[src/rtl/pipelined_shifter.sv]
// Pipelined barrel shifter/rotator with sign-extend and pass modes, valid/ready
// handshakes on both sides, a sideband tag and a synchronous flush.
module pipelined_shifter #(
    parameter int WIDTH       = 32,
    parameter int PIPE_STAGES = 2,
    parameter int TAG_WIDTH   = 4
) (
    input  logic                      CLK,
    input  logic                      RST,
    input  logic                      FLUSH,
    input  logic                      IN_VALID,
    output logic                      IN_READY,
    input  logic [WIDTH-1:0]          IN,
    input  logic [$clog2(WIDTH)-1:0]  SHFT,
    input  logic [2:0]                MODE,
    input  logic [TAG_WIDTH-1:0]      IN_TAG,
    output logic                      OUT_VALID,
    input  logic                      OUT_READY,
    output logic [WIDTH-1:0]          OUT,
    output logic [TAG_WIDTH-1:0]      OUT_TAG
);

    localparam int SW = $clog2(WIDTH);
    // Power-of-two shift steps handled by each stage, rounded up so early stages take the extra.
    localparam int STEPS_PER_STAGE = (SW + PIPE_STAGES - 1) / PIPE_STAGES;

    typedef enum logic [2:0] {
        MODE_SLL    = 3'd0,
        MODE_SRL    = 3'd1,
        MODE_SRA    = 3'd2,
        MODE_ROL    = 3'd3,
        MODE_ROR    = 3'd4,
        MODE_SEXT8  = 3'd5,
        MODE_SEXT16 = 3'd6,
        MODE_PASS   = 3'd7
    } mode_e;

    logic [WIDTH-1:0]     data_q [PIPE_STAGES];
    logic [TAG_WIDTH-1:0] tag_q  [PIPE_STAGES];
    logic [2:0]           mode_q [PIPE_STAGES];
    logic [SW-1:0]        shft_q [PIPE_STAGES];
    logic [PIPE_STAGES-1:0] valid_q;

    logic [WIDTH-1:0]     src_data [PIPE_STAGES];
    logic [TAG_WIDTH-1:0] src_tag  [PIPE_STAGES];
    logic [2:0]           src_mode [PIPE_STAGES];
    logic [SW-1:0]        src_shft [PIPE_STAGES];
    logic [PIPE_STAGES-1:0] src_valid;
    logic [WIDTH-1:0]     nxt_data [PIPE_STAGES];

    logic [PIPE_STAGES-1:0] en;
    logic                   in_fire;
    logic [WIDTH-1:0]       pre_data;

    // Applies only the shift steps whose bit index lies in [lo, hi).
    function automatic logic [WIDTH-1:0] shift_steps(
        input logic [WIDTH-1:0] d,
        input logic [2:0]       m,
        input logic [SW-1:0]    sh,
        input int               lo,
        input int               hi
    );
        logic [WIDTH-1:0] r;
        r = d;
        for (int b = 0; b < SW; b++) begin
            if (b >= lo && b < hi && sh[b]) begin
                case (mode_e'(m))
                    MODE_SLL: r = r << (2 ** b);
                    MODE_SRL: r = r >> (2 ** b);
                    MODE_SRA: r = $unsigned($signed(r) >>> (2 ** b));
                    MODE_ROL: r = (r << (2 ** b)) | (r >> (WIDTH - 2 ** b));
                    MODE_ROR: r = (r >> (2 ** b)) | (r << (WIDTH - 2 ** b));
                    default:  r = r;
                endcase
            end
        end
        return r;
    endfunction

    // A stage may load when it is empty or its item moves on this cycle.
    always_comb begin : ready_chain
        logic nxt_ready;
        nxt_ready = OUT_READY;
        en = '0;
        for (int s = PIPE_STAGES - 1; s >= 0; s--) begin
            nxt_ready = !valid_q[s] || nxt_ready;
            en[s] = nxt_ready;
        end
    end

    assign IN_READY = !RST && !FLUSH && en[0];
    assign in_fire  = IN_VALID && IN_READY;

    always_comb begin
        pre_data = IN;
        case (mode_e'(MODE))
            MODE_SEXT8:  pre_data = {{(WIDTH-8){IN[7]}}, IN[7:0]};
            MODE_SEXT16: pre_data = {{(WIDTH-16){IN[15]}}, IN[15:0]};
            default:     pre_data = IN;
        endcase
    end

    always_comb begin
        src_data[0]  = pre_data;
        src_tag[0]   = IN_TAG;
        src_mode[0]  = MODE;
        src_shft[0]  = SHFT;
        src_valid[0] = in_fire;
        for (int s = 1; s < PIPE_STAGES; s++) begin
            src_data[s]  = data_q[s-1];
            src_tag[s]   = tag_q[s-1];
            src_mode[s]  = mode_q[s-1];
            src_shft[s]  = shft_q[s-1];
            src_valid[s] = valid_q[s-1];
        end
        for (int s = 0; s < PIPE_STAGES; s++) begin
            nxt_data[s] = shift_steps(src_data[s], src_mode[s], src_shft[s],
                                      s * STEPS_PER_STAGE, (s + 1) * STEPS_PER_STAGE);
        end
    end

    // Flush only drops valid bits; payload registers keep their old contents.
    always_ff @(posedge CLK) begin
        if (RST) begin
            valid_q <= '0;
            for (int s = 0; s < PIPE_STAGES; s++) begin
                data_q[s] <= '0;
                tag_q[s]  <= '0;
                mode_q[s] <= '0;
                shft_q[s] <= '0;
            end
        end else begin
            for (int s = 0; s < PIPE_STAGES; s++) begin
                if (FLUSH) begin
                    valid_q[s] <= 1'b0;
                end else if (en[s]) begin
                    valid_q[s] <= src_valid[s];
                    if (src_valid[s]) begin
                        data_q[s] <= nxt_data[s];
                        tag_q[s]  <= src_tag[s];
                        mode_q[s] <= src_mode[s];
                        shft_q[s] <= src_shft[s];
                    end
                end
            end
        end
    end

    assign OUT_VALID = valid_q[PIPE_STAGES-1];
    assign OUT       = data_q[PIPE_STAGES-1];
    assign OUT_TAG   = tag_q[PIPE_STAGES-1];

endmodule

[config.mk]
export PLATFORM = sky130hd
export DESIGN_NAME = pipelined_shifter
export DESIGN_NICKNAME = d
export VERILOG_FILES = /design/src/rtl/pipelined_shifter.sv
export SDC_FILE = /design/constraint.sdc
export NUM_CORES = 1
export LEC_CHECK = 0
export ABC_AREA = 0
export CORE_UTILIZATION = 40
export CTS_BUF_LIST = sky130_fd_sc_hd__clkbuf_8
export DETAILED_ROUTE_END_ITERATION = 8
export HOLD_SLACK_MARGIN = 0.02
export SLEW_MARGIN = 10
export SYNTH_ARGS = -nofsm -noshare
export SYNTH_HDL_FRONTEND = slang
export SYNTH_SLANG_ARGS = --single-unit
[constraint.sdc]
create_clock -name CLK -period 3.57 [get_ports CLK]
set_clock_uncertainty 0.05 [all_clocks]
set_input_delay 0.714 -clock CLK [delete_from_list [all_inputs] [get_ports CLK]]
set_output_delay 0.714 -clock CLK [all_outputs]
set_load 0.005 [all_outputs]
==> impl_metrics.csv <==
group,metric,value,unit
timing,worst_slew_pin_slew,1.13,ns
layout,fillCellCount,1919,
clocking,clkLatencyLatePin,0.36,ns
timing,slew_violations,0,
synthesis,ys_seq_area_share,29.6,%
floorplan,die_y,143,um
power_and_ir_drop,vdd_drop_max,0.170,mV
layout,finalCoreUtilization,48.9,%
route,ant_nets,0,
timing,finalHoldViolCount,0,
clocking,clk_pin_slew,0.09,ns
placement,hpwlAfterDp,22800,um
clocking,cts.path.max_buffers,2,
critical_path,cp_cell_sequence,"clkdlybuf4s50_1 > nor3b_4 > buf_4 > nor3_1 > o22ai_1 > nor3_1 > a221oi_1 > nor3_1",
grt,grt-ovfl-total,0,
synthesis,yosysMostFrequentCell,"nand2_1",
placement,gp_congestion,1.06,
synthesis,yosysTopAreaCell,"edfxtp_1",
clocking,cts_root_buffer,"clkbuf_8",
synthesis,synthFlopType,"edfxtp_1",
power_and_ir_drop,power_per_cell_area,320,nW/um2
synthesis,async_flop_share,0,%
synthesis,synth_fp_nets,1046,
layout,drive_gt1_share,16.4,%
route,post_drt_wl_per_cell,22.3,um
route,routed_wl,29900,um
floorplan,ios,87,
clocking,cts_hold_buf,0,
grt,grt_pass1_vias,8043,
critical_path,crit_buf_inv,2,
synthesis,synth-seq-cells,79,
floorplan,row_count,51,
critical_path,crit_type,"primary input to flip-flop",
timing,max_freq,287,MHz
critical_path,cp_max_fo,10,
critical_path,crit_slowest_cell,"nor3_1",
clocking,cts_buffers,9,
synthesis,synth_edf_count,77,
timing,slew-limit-headroom,24.5,%
layout,regArea,2350,um2
grt,grt_pass1_wl,46300,um
critical_path,crit_family,"simple AND/OR/NAND/NOR gates",
route,drt_iter0_drc,1164,
clocking,cts_setup_buffers,0,
grt,antenna_found_initial,0,
layout,synthToLayoutAreaGrowth,19.7,%
layout,diodes,0,
floorplan,die_area,20400,um2
clocking,numClockSinks,79,
route,drc,0,
clocking,tritoncts,"yes",
critical_path,arrival,3.62,ns
layout,multi_input_area,4900,um2
timing,period_share,97.7,%
grt,grt_use_total,29.7,%
placement,pre_cts_slack,-0.0595,ns
clocking,cts_resized,0,
job,drv_cap,0,
clocking,h-tree-depth,3,
timing,setup_viol,0,
route,viasPerCell,6.51,
synthesis,syn-cell-area,7940,um2
timing,min_period,3.49,ns
synthesis,synth_commonest_cells,"nand2_1, a21oi_1, nor2_1",
synthesis,yosys_warnings,0,
critical_path,required,3.70,ns
route,vias,8726,
timing,setup_ws,0.0812,ns
floorplan,start_util,40.8,%
critical_path,cp-start-kind,"primary input",
synthesis,synth_area_leaders,"edfxtp_1, a21oi_1, nand2_1",
grt,grt_max_degree,65,
synthesis,ys_types,86,
floorplan,fp.coreArea,19500,um2
placement,io_buffer_count,86,
floorplan,die_w,143,um
synthesis,avgSynthCellArea,7.97,um2
power_and_ir_drop,leakagePower,3.52,nW
synthesis,synth_top_area_share,29.1,%
critical_path,worstSetupEndpointType,"flip-flop",
run_status,status,"finished, final reports clean",
critical_path,slowest_delay,0.70,ns
timing,rsz0062_at_grt,"no",
hold_path,hold_path.class,"flip-flop to flip-flop",
critical_path,crit_top_cell,"nor3_1",
critical_path,rrSetupSlack,0.81,ns
synthesis,syn_inst,997,
layout,fin_nets,1120,
route,firstDrtPassIters,6,
timing,finalHoldWorstSlack,0.472,ns
## worst reg2reg max path, stage by stage, from the launching register on
cell,delay (ns)
edfxtp_1,0.68
or2_2,0.24
a21oi_1,0.07
buf_4,0.23
a21oi_1,0.14
buf_4,0.28
a22oi_1,0.10
o21ai_0,0.42
a21oi_1,0.13
a211oi_1,0.25
## kinds of logic (layout without fill, tap and decap cells)
group,Yosys count,in the layout,share of synthesized area (%)
XOR/XNOR,3,3,0.520
multiplexers,27,27,3.59
AND/OR/NAND/NOR,335,335,20.8
adder cells (fa/ha/maj),1,1,0.126
flip-flops,79,79,29.6
buffers and inverters,132,211,8.95
AO/OA/AOI/OAI,420,420,36.4
## power breakdown
group          internal (mW)  switching (mW)
Combinational          0.476           0.687
Clock                  0.401           0.353
Sequential              1.08          0.0475
## placed cells by master (no fill, tap or decap), drive strengths merged, types with 12 or more instances in the layout
cell type and count:
a31oi 19, o21ai 73, o211ai 18, clkdlybuf4s50 83, o221ai 15, a2bb2oi 23
a22oi 41, nor2 81, a211oi 26, mux2i 15, nor3 21, buf 104
nand3 31, edfxtp 77, nand2 107, a21oi 99, or2 17, mux2 12
and2 22, o22ai 16
## through the flow
step	area [um2]	total power, mW	instances	TNS, ns
after detailed placement	9280	2.28	1325	-0.0747
after floorplan	7940	1.83	997	0
after global routing	9510	3.18	1341	0
after CTS	9510	3.03	1341	0
final	9510	3.05	1341	0
after global placement	9280	2.28	1325	-0.175
## registers in the layout (all words and copies together) (netlist names)
register / cells
mode_q: 3
data_q: 64
valid_q: 2
tag_q: 8
shft_q: 2
## final cells by class
class | instances | area share [%]
Multi-Input combinational cell | 786 | 51.5
Sequential cell | 79 | 24.7
Timing Repair Buffer | 187 | 17.5
Tap cell | 265 | 3.49
Clock buffer | 9 | 1.30
Clock inverter | 7 | 1.08
Inverter | 8 | 0.316
## final timing paths
| check | startpoint | to | cells past startpoint |
|---|---|---|---|
| min reg2reg | valid_q[0] | valid_q[1] | 2 |
| max | IN[7] | data_q[0][31] | 8 |
| max reg2reg | mode_q[0][0] | data_q[0][57] | 9 |
| min | valid_q[0] | valid_q[1] | 2 |
## per-layer routing
layer  global-route usage, %  wire length, um
met3                    5.63             2950
met2                    46.6            13500
met5                       0                0
met1                    40.3            12300
met4                    11.1             1040
No activity file was read; power rests on OpenSTA's default activity.
